**config.mk**
```make
export PLATFORM = sky130hd
export DESIGN_NAME = serial_sub_rtl
export DESIGN_NICKNAME = d
export VERILOG_FILES = /design/src/rtl/serial_sub_pkg.sv /design/src/rtl/FullSubtractor_GL.sv /design/src/rtl/serial_sub_rtl.sv
export SDC_FILE = /design/constraint.sdc
export NUM_CORES = 1
export LEC_CHECK = 0
export ABC_AREA = 1
export CAP_MARGIN = 10
export CELL_PAD_IN_SITES_DETAIL_PLACEMENT = 0
export CELL_PAD_IN_SITES_GLOBAL_PLACEMENT = 1
export CORE_MARGIN = 1
export CORE_UTILIZATION = 30
export DETAILED_ROUTE_END_ITERATION = 16
export GPL_ROUTABILITY_DRIVEN = 1
export GPL_TIMING_DRIVEN = 1
export PLACE_DENSITY = 0.73
export SLEW_MARGIN = 0
export SYNTH_ARGS = -nofsm -noshare
export SYNTH_HDL_FRONTEND = slang
export SYNTH_SLANG_ARGS = --single-unit
```
**constraint.sdc**
```tcl
create_clock -name clk -period 1.6 [get_ports clk]
set_input_delay 0.24 -clock clk [delete_from_list [all_inputs] [get_ports clk]]
set_output_delay 0.24 -clock clk [all_outputs]
set_load 0.02 [all_outputs]
```
**src/rtl/serial_sub_pkg.sv**
```systemverilog
`default_nettype none
// ============================================================================
//  Module      : serial_sub_pkg
//  Description : Shared types and constants for the bit-serial subtractor
//                (FSM state encoding and default operand width).
//  Revision    : 1.0 - initial release
// ============================================================================
package serial_sub_pkg;

    // Default operand/result width of the serial subtractor.
    localparam int c_DEFAULT_NBITS = 32;

    // Control FSM states.
    typedef enum logic [1:0] {
        IDLE = 2'd0,
        CALC = 2'd1,
        DONE = 2'd2
    } state_t;

endpackage
`default_nettype wire

```
**src/rtl/FullSubtractor_GL.sv**
```systemverilog
`default_nettype none
// ============================================================================
//  Module      : FullSubtractor_GL
//  Description : Single-bit combinational full-subtractor cell computing
//                in0 - in1 - bin with difference and borrow-out.
//  Revision    : 1.0 - initial release
// ============================================================================
module FullSubtractor_GL
    import serial_sub_pkg::*;
(
    input  logic in0,
    input  logic in1,
    input  logic bin,
    output logic diff,
    output logic bout
);

    // Difference is the parity of the three inputs; a borrow is needed when
    // the minuend bit cannot cover the subtrahend bit plus incoming borrow.
    always_comb begin
        diff = in0 ^ in1 ^ bin;
        bout = (~in0 & in1) | (~in0 & bin) | (in1 & bin);
    end

endmodule
`default_nettype wire

```
**src/rtl/serial_sub_rtl.sv**
```systemverilog
`default_nettype none
// ============================================================================
//  Module      : serial_sub_rtl
//  Description : Bit-serial subtractor, diff = in0 - in1 (mod 2^NBITS),
//                one bit per cycle LSB first through a single full-subtractor
//                cell with a registered borrow. Operands and results move
//                over val/rdy stream handshakes.
//                Optional macro SERIAL_SUB_OVERFLOW_EN adds a registered
//                signed-overflow output.
//  Revision    : 1.0 - initial release
// ============================================================================
module serial_sub_rtl
    import serial_sub_pkg::*;
#(
    parameter int NBITS = c_DEFAULT_NBITS
) (
    input  logic             clk,
    input  logic             rst_n,
    input  logic             istream_val,
    output logic             istream_rdy,
    input  logic [NBITS-1:0] in0,
    input  logic [NBITS-1:0] in1,
    output logic             ostream_val,
    input  logic             ostream_rdy,
    output logic [NBITS-1:0] diff,
    output logic             borrow
`ifdef SERIAL_SUB_OVERFLOW_EN
    ,
    output logic             overflow
`endif
);

    localparam int              c_CW       = $clog2(NBITS) + 1;
    localparam logic [c_CW-1:0] c_CNT_LAST = c_CW'(NBITS - 1);
    localparam logic [c_CW-1:0] c_CNT_ONE  = c_CW'(1);

    state_t           r_state;
    state_t           w_state_nxt;

    logic [NBITS-1:0] r_a_sh;
    logic [NBITS-1:0] r_b_sh;
    logic [NBITS-1:0] r_res;
    logic             r_bor;
    logic [c_CW-1:0]  r_cnt;

    logic [NBITS-1:0] r_diff;
    logic             r_borrow;

    logic             w_accept;
    logic             w_calc;
    logic             w_last;
    logic             w_d;
    logic             w_bout;
    logic [NBITS-1:0] w_res_nxt;

    assign w_accept  = (r_state == IDLE) && istream_val;
    assign w_calc    = (r_state == CALC);
    assign w_last    = w_calc && (r_cnt == c_CNT_LAST);
    // New difference bit enters at the MSB so the LSB-first stream lands in place.
    assign w_res_nxt = {w_d, r_res[NBITS-1:1]};

    FullSubtractor_GL u_cell (
        .in0  (r_a_sh[0]),
        .in1  (r_b_sh[0]),
        .bin  (r_bor),
        .diff (w_d),
        .bout (w_bout)
    );

    // State register.
    always_ff @(posedge clk or negedge rst_n) begin
        if (!rst_n) begin
            r_state <= IDLE;
        end else begin
            r_state <= w_state_nxt;
        end
    end

    // Next-state and handshake outputs; no operand accept while a result is pending.
    always_comb begin
        w_state_nxt = r_state;
        istream_rdy = 1'b0;
        ostream_val = 1'b0;
        case (r_state)
            IDLE: begin
                istream_rdy = 1'b1;
                if (istream_val) begin
                    w_state_nxt = CALC;
                end
            end
            CALC: begin
                if (w_last) begin
                    w_state_nxt = DONE;
                end
            end
            DONE: begin
                ostream_val = 1'b1;
                if (ostream_rdy) begin
                    w_state_nxt = IDLE;
                end
            end
            default: begin
                w_state_nxt = IDLE;
            end
        endcase
    end

    // Operand shift registers, running borrow, partial result and bit counter.
    always_ff @(posedge clk or negedge rst_n) begin
        if (!rst_n) begin
            r_a_sh <= '0;
            r_b_sh <= '0;
            r_res  <= '0;
            r_bor  <= 1'b0;
            r_cnt  <= '0;
        end else if (w_accept) begin
            r_a_sh <= in0;
            r_b_sh <= in1;
            r_res  <= '0;
            r_bor  <= 1'b0;
            r_cnt  <= '0;
        end else if (w_calc) begin
            r_a_sh <= {1'b0, r_a_sh[NBITS-1:1]};
            r_b_sh <= {1'b0, r_b_sh[NBITS-1:1]};
            r_res  <= w_res_nxt;
            r_bor  <= w_bout;
            r_cnt  <= r_cnt + c_CNT_ONE;
        end
    end

    // Visible result registers update only on the final bit and hold otherwise.
    always_ff @(posedge clk or negedge rst_n) begin
        if (!rst_n) begin
            r_diff   <= '0;
            r_borrow <= 1'b0;
        end else if (w_last) begin
            r_diff   <= w_res_nxt;
            r_borrow <= w_bout;
        end
    end

    assign diff   = r_diff;
    assign borrow = r_borrow;

`ifdef SERIAL_SUB_OVERFLOW_EN
    logic r_ovf;

    // On the final bit the shift-register LSBs hold the operand sign bits:
    // overflow when the operand signs differ and the result sign differs from in0.
    always_ff @(posedge clk or negedge rst_n) begin
        if (!rst_n) begin
            r_ovf <= 1'b0;
        end else if (w_last) begin
            r_ovf <= (r_a_sh[0] ^ r_b_sh[0]) & (r_a_sh[0] ^ w_d);
        end
    end

    assign overflow = r_ovf;
`endif

endmodule
`default_nettype wire

```
# Yosys cells after proc, flatten, opt, wreduce, memory -nomap -nowiden
# Cells that the tools add are included.
# word_totals
input_bits,68
output_inout_bits,35
word_cells,44
ff_bits,138
# op_classes
n_mux,16
n_eq_ne,6
add_sub_neg,1
bitwise,8
n_reduce_logical,5
# ops
operator,count
$mux W32,6
$mux W6,2
$add A6 B1 Y6 const B,1
$eq A6 B5 Y1 const B,1
$mux W2,3
$pmux W2 S3,1
$mux W1,4
$ne A2 B2 Y1 const B,2
$and A1 B1 Y1,3
$reduce_and A3 Y1,1
$eq A2 B1 Y1 const B,1
$eq A2 B2 Y1 const B,1
$logic_and A1 B1 Y1,2
$logic_not A2 Y1,1
$ne A2 B1 Y1 const B,1
$or A1 B1 Y1,2
$reduce_bool A2 Y1,1
$xor A1 B1 Y1,2
$not A1 Y1,1

# Longest topological paths before layout
# depth
word_depth,6
depth_mapped,7
ltp_nobuf,6

# Modules after synthesis
# From an unflattened synthesis, not the netlist that was laid out.
# hier_totals
hier_cells,673
area_unflattened_um2,5695.5
# modules_own_cells
module,n_inst,cells_per_inst,area_per_inst_um2,seq_area_each_um2
serial_sub_rtl,1,670,5667.9,3428.3
FullSubtractor_GL,1,3,27.5,0.0

# Worst setup path after synthesis
# No wires, ideal clock.
# synth_path
kind,reg-to-reg
start,reg r_state[0]
end,reg r_a_sh[3]
path_stages_with_launch,7
synth_period_minus_slack_ns,1.376
n_path_buf,1
arrival_time_ns,1.308
t_required_ns,1.532
setup_time_ns,0.068
path_slack_ns,0.224
path_cell_list,dfrtp_1 > nor2_1 > nand2_1 > inv_2 > buf_2 > nand2_1 > nand3_1
# synth_via
elab_chain_cells,3
elab_cells_between_ends,5
cone_classes,1 x eq/ne; 1 x mux; 3 x reduce/logical
# synth_lines
element,line,source
start: declaration,serial_sub_rtl.sv:37,state_t r_state;
start signal: assignment,serial_sub_rtl.sv:75,r_state <= w_state_nxt;
$logic_not A2 Y1,serial_sub_rtl.sv:56,assign w_accept = (r_state == IDLE) && istream_val;
$logic_and A1 B1 Y1,serial_sub_rtl.sv:56,
$mux W32 / $reduce_bool A2 Y1 (equally long branches),--,
end signal: assignment,serial_sub_rtl.sv:117,r_a_sh <= in0;
end signal: assignment,serial_sub_rtl.sv:123,"r_a_sh <= {1'b0, r_a_sh[NBITS-1:1]};"
end: declaration,serial_sub_rtl.sv:40,logic [NBITS-1:0] r_a_sh;
# Parallel ways exist; a longest one is shown, timed or not.
# A chain may end at the register's enable or synchronous reset.

# Final worst setup path
# layout_path
start,reg r_state[0]
end,out istream_rdy
# layout_via
elab_chain_cells,2
# layout_lines
element,line,source
$logic_not A2 Y1,serial_sub_rtl.sv:84,case (r_state)
$mux W1,serial_sub_rtl.sv:84,
end: declaration,serial_sub_rtl.sv:20,"output logic istream_rdy,"
# No other way between the ends.

==> metrics.txt <==
ANT nets after route 0; Total GRT Usage 0.142; startpoint types flip-flop; Critical Path AT 1.26 ns; Crit Path Class reg2out; Hold Slack ~0.32 ns; H-tree depth 4; die height 140 um; Total Wirelength about 13000 um; achievable frequency 0.668 GHz; outcome finished, final reports clean; Core Box Area 18300 um^2; Clock transition at path regs 0.06 ns; I/O pins about 100; RSZ-0062 raised after global routing false; Root Buffer clkbuf_16; total gr overflow 0; Seq/Total Area, Yosys 0.603; GPL Wtd Cong 0.737; ant diodes 0; setup TNS 0 ns; Multi-input gate area 2040 um^2; CP Capture Type output pin; worst reg-to-reg setup slack 0.16 ns; CTS tree yes; Yosys warning count 0; antenna violations before repair 0; Synth cell types 19; Net Count, Synth 742; total of fill cells in the finished design 1859; Initial DRC Count 284; share of post-route cells with drive strength above 1 0.0798; vias in the first global route 4550; Starting Density 0.311; DP HPWL 8370 um; DR pass1 iterations 4; period utilization 0.936; Slew Limit Fails 0; Crit Path Max Fanout 3; vias per cell 4.52; number of port buffers approximately 100; commonest non-fill, non-tap cells in the layout nand2_1 (371), dfrtp_1 (137), nand3_1 (99); post-route clock skew 0.00608 ns; max-capacitance violation count 0; Power Density 1770 nW/um^2; Hold Path Class in2async; Peak VDD IR 1030 uV; final setup vio count 0; Sink Count 137; Syn Area/Cell 8.47 um^2; Worst Tran Pin Value 0.440 ns; FF+latch area 3430 um^2; first-pass GRT wire length 22100 um; cells after synthesis around 670; fin crit period 1.50 ns; cell area after synthesis between 5000 and 6000 um^2; pin count of the biggest net entering global routing 53; Vias around 4600; commonest non-fill, non-tap cell in the layout nand2_1; leakage 3.96 nW; WL per Instance 12.6 um; area growth from synthesis to layout 35.0%; slew margin rel. 0.706; Longest Clk Path Bufs 2; chip width 140 um; final net count 846; CP required roughly 1.4 ns; Worst-Skew Late Latency around 0.42 ns; number of buffers created by CTS 17; Final Hold Vio Count 0; row count 49; Setup Buffers After CTS 0; DIE AREA 19500 um^2; residual DRC count 0; Seq cells post-synth between 100 and 150
## power by group
part | leakage (nW) | total, mW | internal [mW] | switching (mW)
registers | 1.81 | 5.58 | 4.77 | 0.807
logic | 1.85 | 3.96 | 1.60 | 2.36
clock network | 0.297 | 4.09 | 2.61 | 1.48
total | 3.96 | 13.6 | 8.98 | 4.64
## sequential cells by signal, summed over array words and instances (netlist names)
signal,cells
diff,32
r_a_sh,32
r_b_sh,32
r_res,31
r_cnt,6
r_state,2
borrow,1
r_bor,1
## synthesized netlist by cell type
library cell,n,area [um^2]
nand3_2,1,10.0
a21oi_1,1,5.00
inv_2,2,7.51
buf_4,4,30.0
inv_1,7,26.3
dfrtp_1,137,3430
nand2_1,371,1390
o21ai_0,4,20.0
clkbuf_1,5,18.8
ha_1,1,12.5
buf_6,3,33.8
fa_1,1,20.0
nand3_1,99,495
nor2_1,5,18.8
nor2_4,1,11.3
o21ai_1,2,10.0
nand4_1,2,12.5
nand2_4,1,11.3
buf_2,25,125
## routing by layer
metal	routed length (um)	vias up	track usage
li1	-	2333	-
met1	6420	2152	0.193
met2	5550	101	0.213
met4	171	0	0.0503
met5	0	-	0
met3	670	17	0.0413
## cell families (layout without fill, tap and decap cells)
| kind of cell | Yosys count | after routing | share of synthesized area |
|---|---|---|---|
| simple gates | 480 | 480 | 0.343 |
| fa+ha+maj | 2 | 2 | 0.00572 |
| buf+inv | 46 | 163 | 0.0424 |
| compound gates | 7 | 7 | 0.00616 |
| flops | 137 | 137 | 0.603 |
## per-stage QoR
step                total power, mW   util  instance area, um^2  setup slack (ns)  cells
floorplan                      8.16      -                 5690             0.224    672
finish                         13.6  0.420                 7680             0.103   1018
global route                   14.6  0.420                 7680          0.000988   1018
detailed placement             9.80  0.387                 7070            0.0894    985
CTS                            13.8  0.420                 7670            0.0138   1018
global placement               9.71  0.387                 7070             0.108    985
## timing repair
action | 4_1_cts | 5_1_grt
hold buffers | 1 | 0
setup endpoints to repair | 35 | 35
pin swaps | 0 | 1
gates resized for setup | 40 | 5
endpoints found under the hold margin | 37 | 0
## worst max-delay path, stage by stage (launching register included)
cell	delay (ns)
dfrtp_1	0.40
nor2_2	0.16
clkdlybuf4s15_2	0.28
## worst paths after layout
check	startpoint	end	cells after the start
setup reg to reg	r_cnt[0]	diff[11]	6
min in group clk	in0[31]	r_a_sh[31]	3
max in group asynchronous	rst_n	r_b_sh[8]	3
hold / removal	rst_n	diff[5]	2
setup / recovery	r_state[0]	istream_rdy	2
hold reg to reg	diff[12]	diff[12]	2
## final cells by class
cell class	count	share of cell area
repair buffers	122	0.164
clock inverters	11	0.0187
inverters	9	0.00473
well taps	229	0.0373
flip-flops and latches	137	0.446
clock buffers	21	0.0626
multi-input cells	489	0.266
(Power assumes the default switching activity.)
==> edit, RTL diff (config.mk and constraints unchanged) <==
Set the package constant `c_DEFAULT_NBITS` to 16 (it was 32).
--- a/src/rtl/serial_sub_pkg.sv
+++ b/src/rtl/serial_sub_pkg.sv
@@ -10,3 +10,3 @@
     // Default operand/result width of the serial subtractor.
-    localparam int c_DEFAULT_NBITS = 32;
+    localparam int c_DEFAULT_NBITS = 16;
 
Interface: changed (resized diff, in0 and in1); port bits go from 103 to 55. The function was not compared with the original's and may differ.
==> edit against the unedited design <==
Wire length decreased by 53%. Total power shrank 52%. Via count decreased by 50%. Cell area down 49%. Non-clock buffer count decreased by 58. Setup slack worse by 46 ps. Utilization fell by 0.41 points. Area after synthesis decreased by 48%. Sequential cell count shrank 65. Synthesized cell count decreased by 50%. Critical path type unchanged. Highest routed layer unchanged.
==> edit: results (changes against the unedited design) <==
## Run status
- **run status** completed

## Timing
- **slew at the pin with the worst max-slew slack** 367 ps, -73.3 ps
- **skew final** 9.92 ps, +3.83 ps

## Detailed routing
- **met1 routed wirelength after detailed routing** 2.95 mm, -54%
- **routed wl met2** 2.80 mm, -50%
- **average vias per placed instance** 4.35, -3.8%

## CTS
- **clk root buf** sky130_fd_sc_hd__clkbuf_8
- **TritonCTS buffer count** 9, -8
- **H-tree depth** 3, -1

## Logic synthesis
- **proportion of synthesized chip area in sequential cells** 0.608, +0.00526
- **Gate Count Post-Synth** 335, -50%
- **flip-flop and latch count after synthesis** 72, -47%
- **synthesized netlist net count** 374, -50%
- **fraction of the mapped netlist area in adder cells** 0.0152, +0.00948

## Critical path
- **crit path max fanout** 2, -1
- **standard cell with the maximum stage delay on the critical path** sky130_fd_sc_hd__clkdlybuf4s50_1
- **register-to-register setup slack** 180 ps, +20 ps

## Pwr
- **static leakage** 2.03 nW, -49%
- **peak ir drop on the vdd network** 0.602 mV, -41%

## Placement
- **Final Wtd Congestion** 0.729, -0.99%
- **number of I/O port buffers** 54, -47%

## Layout
- **Register Area** 1800 sq um, -47%
- **portion of the layout cell area used by non-clock buffers** 0.175, +0.0114
- **multi-input combinational cell count** 224, -54%
- **area of the multi-input gates** 997 sq um, -51%
- **clock network area share** 0.0473, -0.0341

## Floorplanning
- **inserted tap cell count** 129, -44%

## Global routing
- **met2 global-route usage** 0.207, -0.00646
- **pin count of the biggest net entering global routing** 38, -28%
- **overall global routing resource usage** 0.129, -0.0125

edit: metrics by stage:
step	hold slack, ps	utilization	power [mW]	instances	setup slack (ps)
6_report	349	0.416	6.49	528	56.6
5_1_grt	368	0.416	7.02	528	2.83
4_1_cts	332	0.411	6.60	528	8.94
3_5_place_dp	181	0.390	5.24	511	67.6
3_3_place_gp	180	0.390	5.18	511	69.0
2_1_floorplan	-55.6	-	4.33	335	206
edit: power by group:
group          switching [mW]  total [mW]  internal [mW]
clock network           0.753        1.34          0.592
registers               0.405        2.95           2.54
logic                    1.27        2.19          0.924
total                    2.43        6.49           4.06
edit: kinds of logic after synthesis:
family,Yosys count
AO/OA/AOI/OAI,38
flip-flops,72
AND/OR/NAND/NOR,183
buffers and inverters,39
adder cells (fa/ha/maj),3
edit: what timing repair did:
item,CTS,global route
hold endpoints to repair,26,0
hold buffers,1,0
setup endpoints to repair,4,33
resized for setup,6,18
